### config.mk
export PLATFORM = sky130hd
export DESIGN_NAME = median_filter_param
export DESIGN_NICKNAME = d
export VERILOG_FILES = /design/src/rtl/median_filter_param.sv
export SDC_FILE = /design/constraint.sdc
export NUM_CORES = 1
export LEC_CHECK = 0
export CAP_MARGIN = 25
export CORE_MARGIN = 1
export CORE_UTILIZATION = 45
export DETAILED_ROUTE_END_ITERATION = 10
export DONT_BUFFER_PORTS = 1
export SYNTH_ARGS = -nofsm -noshare
export SYNTH_HDL_FRONTEND = slang
export SYNTH_SLANG_ARGS = --single-unit
### constraint.sdc
create_clock -name clk -period 5.9 [get_ports clk]
set_clock_uncertainty 0.05 [all_clocks]
set_input_delay 1.18 -clock clk [delete_from_list [all_inputs] [get_ports clk]]
set_output_delay 1.18 -clock clk [all_outputs]
set_load 0.005 [all_outputs]
### src/rtl/median_filter_param.sv
// Streaming 3x3 median/min/max/bypass filter over a raster image.
// Two line buffers feed a 3x3 window; fixed four-stage pipeline to output.
module median_filter_param #(
    parameter int DATA_W = 8,
    parameter int IMG_W  = 9,
    parameter int IMG_H  = 9
) (
    input  logic              clk,
    input  logic              rst,
    input  logic [DATA_W-1:0] grayscale_i,
    input  logic              done_i,
    input  logic [1:0]        mode_i,
    output logic [DATA_W-1:0] median_o,
    output logic              done_o,
    output logic              frame_done_o
);

    localparam int CW = $clog2(IMG_W);
    localparam int RW = $clog2(IMG_H);
    localparam logic [CW-1:0] COL_LAST = CW'(IMG_W - 1);
    localparam logic [RW-1:0] ROW_LAST = RW'(IMG_H - 1);

    typedef logic [DATA_W-1:0] pix_t;

    function automatic pix_t min2(input pix_t a, input pix_t b);
        return (a < b) ? a : b;
    endfunction

    function automatic pix_t max2(input pix_t a, input pix_t b);
        return (a > b) ? a : b;
    endfunction

    function automatic pix_t min3(input pix_t a, input pix_t b, input pix_t c);
        return min2(min2(a, b), c);
    endfunction

    function automatic pix_t max3(input pix_t a, input pix_t b, input pix_t c);
        return max2(max2(a, b), c);
    endfunction

    function automatic pix_t med3(input pix_t a, input pix_t b, input pix_t c);
        return max2(min2(a, b), min2(max2(a, b), c));
    endfunction

    logic [CW-1:0] col;
    logic [RW-1:0] row;
    logic [1:0]    mode_q;
    logic          win_ok;
    logic          last_px;

    pix_t          lb1 [IMG_W];
    pix_t          lb2 [IMG_W];
    pix_t [2:0]    win [3];

    pix_t [2:0]    lo2, mid2, hi2;
    pix_t          c2, c3;
    pix_t          mxlo3, mdmid3, mnhi3, mn3, mx3;
    pix_t          result;

    logic          v1, v2, v3;
    logic          f1, f2, f3;
    logic [1:0]    m1, m2, m3;

    assign win_ok  = (row >= RW'(2)) && (col >= CW'(2));
    assign last_px = (row == ROW_LAST) && (col == COL_LAST);

    always_ff @(posedge clk or posedge rst) begin
        if (rst) begin
            col    <= '0;
            row    <= '0;
            mode_q <= 2'b00;
        end else if (done_i) begin
            if (col == '0 && row == '0)
                mode_q <= mode_i;
            if (col == COL_LAST) begin
                col <= '0;
                row <= (row == ROW_LAST) ? '0 : row + RW'(1);
            end else begin
                col <= col + CW'(1);
            end
        end
    end

    // Line buffers and window hold no state that must be cleared:
    // a valid window always needs two freshly written rows.
    always_ff @(posedge clk) begin
        if (done_i) begin
            lb2[col] <= lb1[col];
            lb1[col] <= grayscale_i;
            win[0]   <= {lb2[col], win[0][2:1]};
            win[1]   <= {lb1[col], win[1][2:1]};
            win[2]   <= {grayscale_i, win[2][2:1]};
        end
        for (int i = 0; i < 3; i++) begin
            lo2[i]  <= min3(win[i][0], win[i][1], win[i][2]);
            mid2[i] <= med3(win[i][0], win[i][1], win[i][2]);
            hi2[i]  <= max3(win[i][0], win[i][1], win[i][2]);
        end
        c2     <= win[1][1];
        mxlo3  <= max3(lo2[0], lo2[1], lo2[2]);
        mdmid3 <= med3(mid2[0], mid2[1], mid2[2]);
        mnhi3  <= min3(hi2[0], hi2[1], hi2[2]);
        mn3    <= min3(lo2[0], lo2[1], lo2[2]);
        mx3    <= max3(hi2[0], hi2[1], hi2[2]);
        c3     <= c2;
    end

    always_comb begin
        result = c3;
        unique case (m3)
            2'b00: result = med3(mxlo3, mdmid3, mnhi3);
            2'b01: result = mn3;
            2'b10: result = mx3;
            2'b11: result = c3;
        endcase
    end

    always_ff @(posedge clk or posedge rst) begin
        if (rst) begin
            v1           <= 1'b0;
            v2           <= 1'b0;
            v3           <= 1'b0;
            f1           <= 1'b0;
            f2           <= 1'b0;
            f3           <= 1'b0;
            m1           <= 2'b00;
            m2           <= 2'b00;
            m3           <= 2'b00;
            median_o     <= '0;
            done_o       <= 1'b0;
            frame_done_o <= 1'b0;
        end else begin
            v1           <= done_i && win_ok;
            f1           <= done_i && last_px;
            m1           <= mode_q;
            v2           <= v1;
            f2           <= f1;
            m2           <= m1;
            v3           <= v2;
            f3           <= f2;
            m3           <= m2;
            done_o       <= v3;
            frame_done_o <= v3 && f3;
            if (v3)
                median_o <= result;
        end
    end

endmodule

# After elaboration in Yosys (flattened, before gate mapping)
# Memory sizes are Yosys's and may differ from the RTL's.
# Cells that the tools add are included.
[totals]
ff_bits = 160
ramBits = 216
input_bits = 13
out_inout_bits = 10
mem_count = 3
[classes]
addsub = 2
n_lt_le_gt_ge = 36
n_eq_ne = 5
n_mux = 39
n_reduce_logical = 11
[mem_list]
columns = ["memory", "words", "word_bits", "rd", "rd_clocked_by_memory_dff", "wr", "line_no", "rtl"]
rows = [
  ["lb1", 9, 8, 1, 0, 1, "51", "pix_t lb1 [IMG_W];"],
  ["lb2", 9, 8, 1, 0, 1, "52", "pix_t lb2 [IMG_W];"],
  ["win", 3, 24, 3, 0, 3, "53", "pix_t [2:0] win [3];"],
]
[ops]
columns = ["cell", "count"]
rows = [
  ["$mux W8", 34],
  ["$gt A8 B8 Y1", 17],
  ["$lt A8 B8 Y1", 17],
  ["$pmux W8 S4", 1],
  ["$add A4 B1 Y4 const B", 2],
  ["$eq A4 B4 Y1 const B", 2],
  ["$ge A4 B2 Y1 const B", 2],
  ["$logic_not A4 Y1", 2],
  ["$mux W4", 2],
  ["$logic_and A1 B1 Y1", 6],
  ["$eq A2 B2 Y1 const B", 2],
  ["$reduce_and A2 Y1", 2],
  ["$eq A2 B1 Y1 const B", 1],
  ["$logic_not A2 Y1", 1],
  ["$mux W1", 2],
]

# Logic depth before layout (Yosys ltp)
[depth]
depth_word = 7
ltp_mapped = 27

# Worst setup path before layout
# OpenSTA, ideal clock, no wires.
[synth_timing]
kind = "register to register"
from = "memory win[0][25] in the netlist's numbering"
to = "register mid2[10] in the netlist's numbering"
setup_time_ps = 121
arrival_time_ps = 5077
path_slack_ps = 653
path_stages_with_launch = 26
path_buffers = 3
period_less_slack_ps = 5247
cell_sequence = "edfxtp_1 ha_1 nor2b_1 o211ai_2 a21oi_2 a2111oi_4 clkbuf_1 o21ai_0 nand2_1 ha_1 a21o_1 a21o_1 a21oi_1 and2_1 buf_2 a31oi_1 inv_1 ha_1 nor2b_1 o21a_1 o21a_1 o21a_1 o21bai_1 a22o_1 clkbuf_1 mux2_2"
[synth_rtl]
columns = ["element", "line_no", "rtl"]
rows = [
  ["from (decl)", "53", ""],
  ["to (signal, indexed assignment)", "96", "mid2[i] <= med3(win[i][0], win[i][1], win[i][2]);"],
  ["to (decl)", "55", "pix_t [2:0] lo2, mid2, hi2;"],
]

# Final worst setup path
[layout_timing]
from = "register mdmid3[1]"
to = "register median_o[7]"
[layout_via]
elab_chain_len = 7
[layout_rtl]
columns = ["element", "line_no", "rtl"]
rows = [
  ["from (decl)", "57", "pix_t mxlo3, mdmid3, mnhi3, mn3, mx3;"],
  ["from (signal assigned)", "101", "mdmid3 <= med3(mid2[0], mid2[1], mid2[2]);"],
  ["$gt A8 B8 Y1", "30", "return (a > b) ? a : b;"],
  ["$mux W8", "30", ""],
  ["$lt A8 B8 Y1", "26", "return (a < b) ? a : b;"],
  ["$mux W8", "26", ""],
  ["$gt A8 B8 Y1", "30", ""],
  ["$mux W8 *", "30", ""],
  ["$pmux W8 S4 *", "110", "unique case (m3)"],
  ["to (signal assigned)", "145", "median_o <= result;"],
  ["to (decl)", "13", "output logic [DATA_W-1:0] median_o,"],
]
# Every way passes the cells marked *; elsewhere a longest branch is shown, timed or not.
# A chain may end at the register's enable or synchronous reset.

==> metrics.md <==
| Metric | Value |
|---|---|
| Final setup fails | 0 |
| Hold violation count in the final report | 0 |
| GRT Overall Usage | 21.32% |
| Crit Path Max Fanout | 10 |
| Met2 routed WL | 22710 um |
| Max-slew headroom | 28.86% |
| Post-synthesis cell count | 1544 |
| Initial antenna violation count | 1 |
| Grt total ovfl | 0 |
| Fmax | 181.5 MHz |
| FP Rows | 75 |
| Die height | 209.9 um |
| Effective utilization at floorplan | 45.98% |
| RSZ-0062 raised after global routing | no |
| Worst hold-check path type | flip-flop to flip-flop |
| Detailed Place HPWL | 34310 um |
| WL met1 | 20870 um |
| Worst Reg2Reg Path Length in Cells | 21 |
| IO Port Bufs | 0 |
| CTS tree | done |
| Slowest cell delay on critical path | 0.48 ns |
| Setup TNS | 0 ns |
| Final instance count without filler cells | 2192 |
| Highest metal used | met4 |
| H-tree Lvls | 2 |
| Met3 routed WL | 1220 um |
| CP Data Required Time | 6.34 ns |
| Ys flop type | edfxtp_1 |
| Arrival time at the worst endpoint | 5.95 ns |
| GPL Wtd Cong | 0.9262 |
| Pre-Repair DR Iteration Count | 5 |
| DIE AREA | 44080 um2 |
| Final slew viol count | 0 |
| Total inserted antenna cells | 0 |
| TritonCTS buffer count | 40 |
| Core area | 42320 um2 |
| First-pass GRT wire length | 71290 um |
| Vias in the first global route | 12120 |
| CP max stage cell | a311oi_4 |
| Outcome | finished, final reports clean |
| Drt drc | 0 |
| Crit path kind | flip-flop to flip-flop |
| Area grow syn2layout | 11.28% |
| Clock Sinks | 376 |
| Share of the yosys chip area belonging to registers | 50.62% |
| Die outline width | 209.9 um |
| Min Clock Period, post-route | 5.509 ns |
| Inst Count DP | 2115 |
| Top-area cell type share of the netlist area | 33.33% |
| Routed Antenna Nets | 0 |
| Largest net degree at the start of global routing | 83 |
| Clock slew at reported path FFs | 0.06 ns |
| Fill cells | 3633 |
| Max-Cap Viols | 0 |
| Clock insertion delay at the later pin of the skew report | 0.57 ns |
| IO Count | 23 |
| Post-Syn Area | 19460 um2 |
| FF+latch count, synth | 376 |
| Via Count | 11960 |
| Hold Crit Depth | 0 |
| Yosys warns | 0 |
| Final nets | 1790 |
| Clock tree buffer depth | 3 |
| Syn_nets | 1749 |
| 1st-iter DRT viols | 753 |
| Share of layout cells above drive strength 1 | 19.01% |
| Hold WS | 0.2768 ns |
| Avg Cell Area, Syn | 12.60 um2 |
| Cell taking the most area after synthesis | edfxtp_1 |
| Final Routed Wirelength | 45710 um |
| Final worst-path cycle share | 93.37% |
| Via density | 5.457 |
| Unique cell type count in the Yosys netlist | 68 |
| CP endpoint kind | flip-flop |
| Area contributors post-synth | edfxtp_1, dfxtp_1, ha_1, mux2_2, mux2i_1 |
| Worst slew pin tran | 1.067 ns |
| CTS root buf | clkbuf_16 |
| Async set-or-reset flop fraction in the synthesized netlist | 8.511% |
| CP cell instances | inv_1 -> ha_1 -> nor2b_1 -> o211ai_1 -> a21oi_2 -> o22ai_4 -> mux2i_1 -> inv_1 -> ha_1 -> a21oi_1 -> o21ai_0 -> a311oi_4 -> a21o_1 -> buf_4 -> a21o_1 -> ha_1 -> a21o_1 -> a221o_1 -> a211o_1 -> a211oi_1 -> o22a_1 |
| Crit start category | flip-flop |
| Number of synthesized flops with an enable pin | 216 |
| DR WL/cell | 20.85 um |
## cell type report
type | count | area (um2) | area share [%]
clock buffer | 57 | 1167 | 5.391
tap | 577 | 721.9 | 3.334
multi-input combinational | 967 | 8874 | 40.98
timing repair buffer | 35 | 277.8 | 1.283
clock inverter | 15 | 142.6 | 0.6587
sequential | 376 | 9851 | 45.49
inverter | 165 | 619.3 | 2.860
## cells by family after synthesis
family,after synthesis,share of synthesized area [%]
flops,376,50.62
compound gates,282,10.01
mux,279,17.35
simple gates,210,5.562
buf+inv,201,3.942
fa+ha+maj,192,12.35
xor+xnor,4,0.1801
## metrics by stage
stage | cell area (um2) | setup WS [ns] | utilization (%)
after floorplan | 19460 | 0.6526 | -
after global placement | 20240 | 0.2084 | 47.82
after detailed placement | 20260 | 0.1580 | 47.88
after CTS | 21570 | 0.1185 | 50.98
after global routing | 21650 | 0.009676 | 51.16
final | 21650 | 0.3909 | 51.16
## worst paths after layout
| check | from | end | slack, ns |
|---|---|---|---|
| min | c2[6] | c3[6] | 0.28 |
| max reg2reg | mdmid3[1] | median_o[7] | 0.39 |
| max in group asynchronous | rst | median_o[3] | 4.91 |
| min in group asynchronous | rst | col[2] | 0.54 |
| min reg2reg | c2[6] | c3[6] | 0.28 |
| max | mdmid3[1] | median_o[7] | 0.39 |
## layer usage
metal / GRT usage (%) / vias to the layer above
li1: - / 5850
met1: 28.18 / 5899
met2: 36.96 / 155
met3: 2.488 / 57
met4: 5.940 / 0
met5: 0 / -
## flip-flops by register name, indices dropped and copies added (netlist names), 24 cells and up
name / flops
mid2: 24
lb2: 72
lb1: 72
lo2: 24
win: 72
hi2: 24
## synth_stat cells, drive strengths merged (11+ instances only)
cell type  count
nand2         58
a21o          37
a31oi         11
inv          164
mux2         146
o21ai         66
ha           192
a21oi         66
a211oi        19
buf           14
dfrtp         32
mux4          32
o211ai        15
nor2b         23
nand4         33
nand3         20
edfxtp       216
clkbuf        22
o21a          22
dfxtp        128
nor2          39
mux2i        101
## cells in the final DEF, fill, tap and decap left out, types with 4 or more instances in the layout
master	count
dfrtp_1	31
buf_4	31
clkbuf_16	42
clkinv_2	4
dfxtp_1	128
o211ai_1	13
mux2i_1	100
inv_6	5
o21bai_1	6
nor3_1	7
a31oi_1	8
ha_1	192
a21o_1	37
nor2_2	4
a211oi_1	17
a21oi_1	63
o22a_1	7
o21ai_0	64
nor2_1	34
clkbuf_8	6
edfxtp_1	216
o21a_1	22
mux4_2	32
nand2b_1	7
nor2b_1	23
inv_1	164
and2_1	9
nand3_1	19
mux2_2	146
nand4_1	33
nand2_1	58
a22oi_1	9
clkbuf_1	9
## critical path: cells and delay by family, from the launching register on
family	cells	cell delay [ns]
muxes	1	0.38
AOI/OAI and AO/OA	13	3.40
and+or+nand+nor	1	0.13
buffers and inverters	3	0.31
adders and majority gates	3	0.82
DFF	1	0.34
## repair_timing
| action | in CTS | in global routing |
|---|---|---|
| hold buffers | 0 | 0 |
| gates resized for setup | 0 | 6 |
| setup endpoints to repair | 0 | 11 |
| buffers inserted | 0 | 3 |
Power is left out: the tool's default activity adds up to more than one toggle a clock period on the data nets, which glitch-free logic cannot reach.
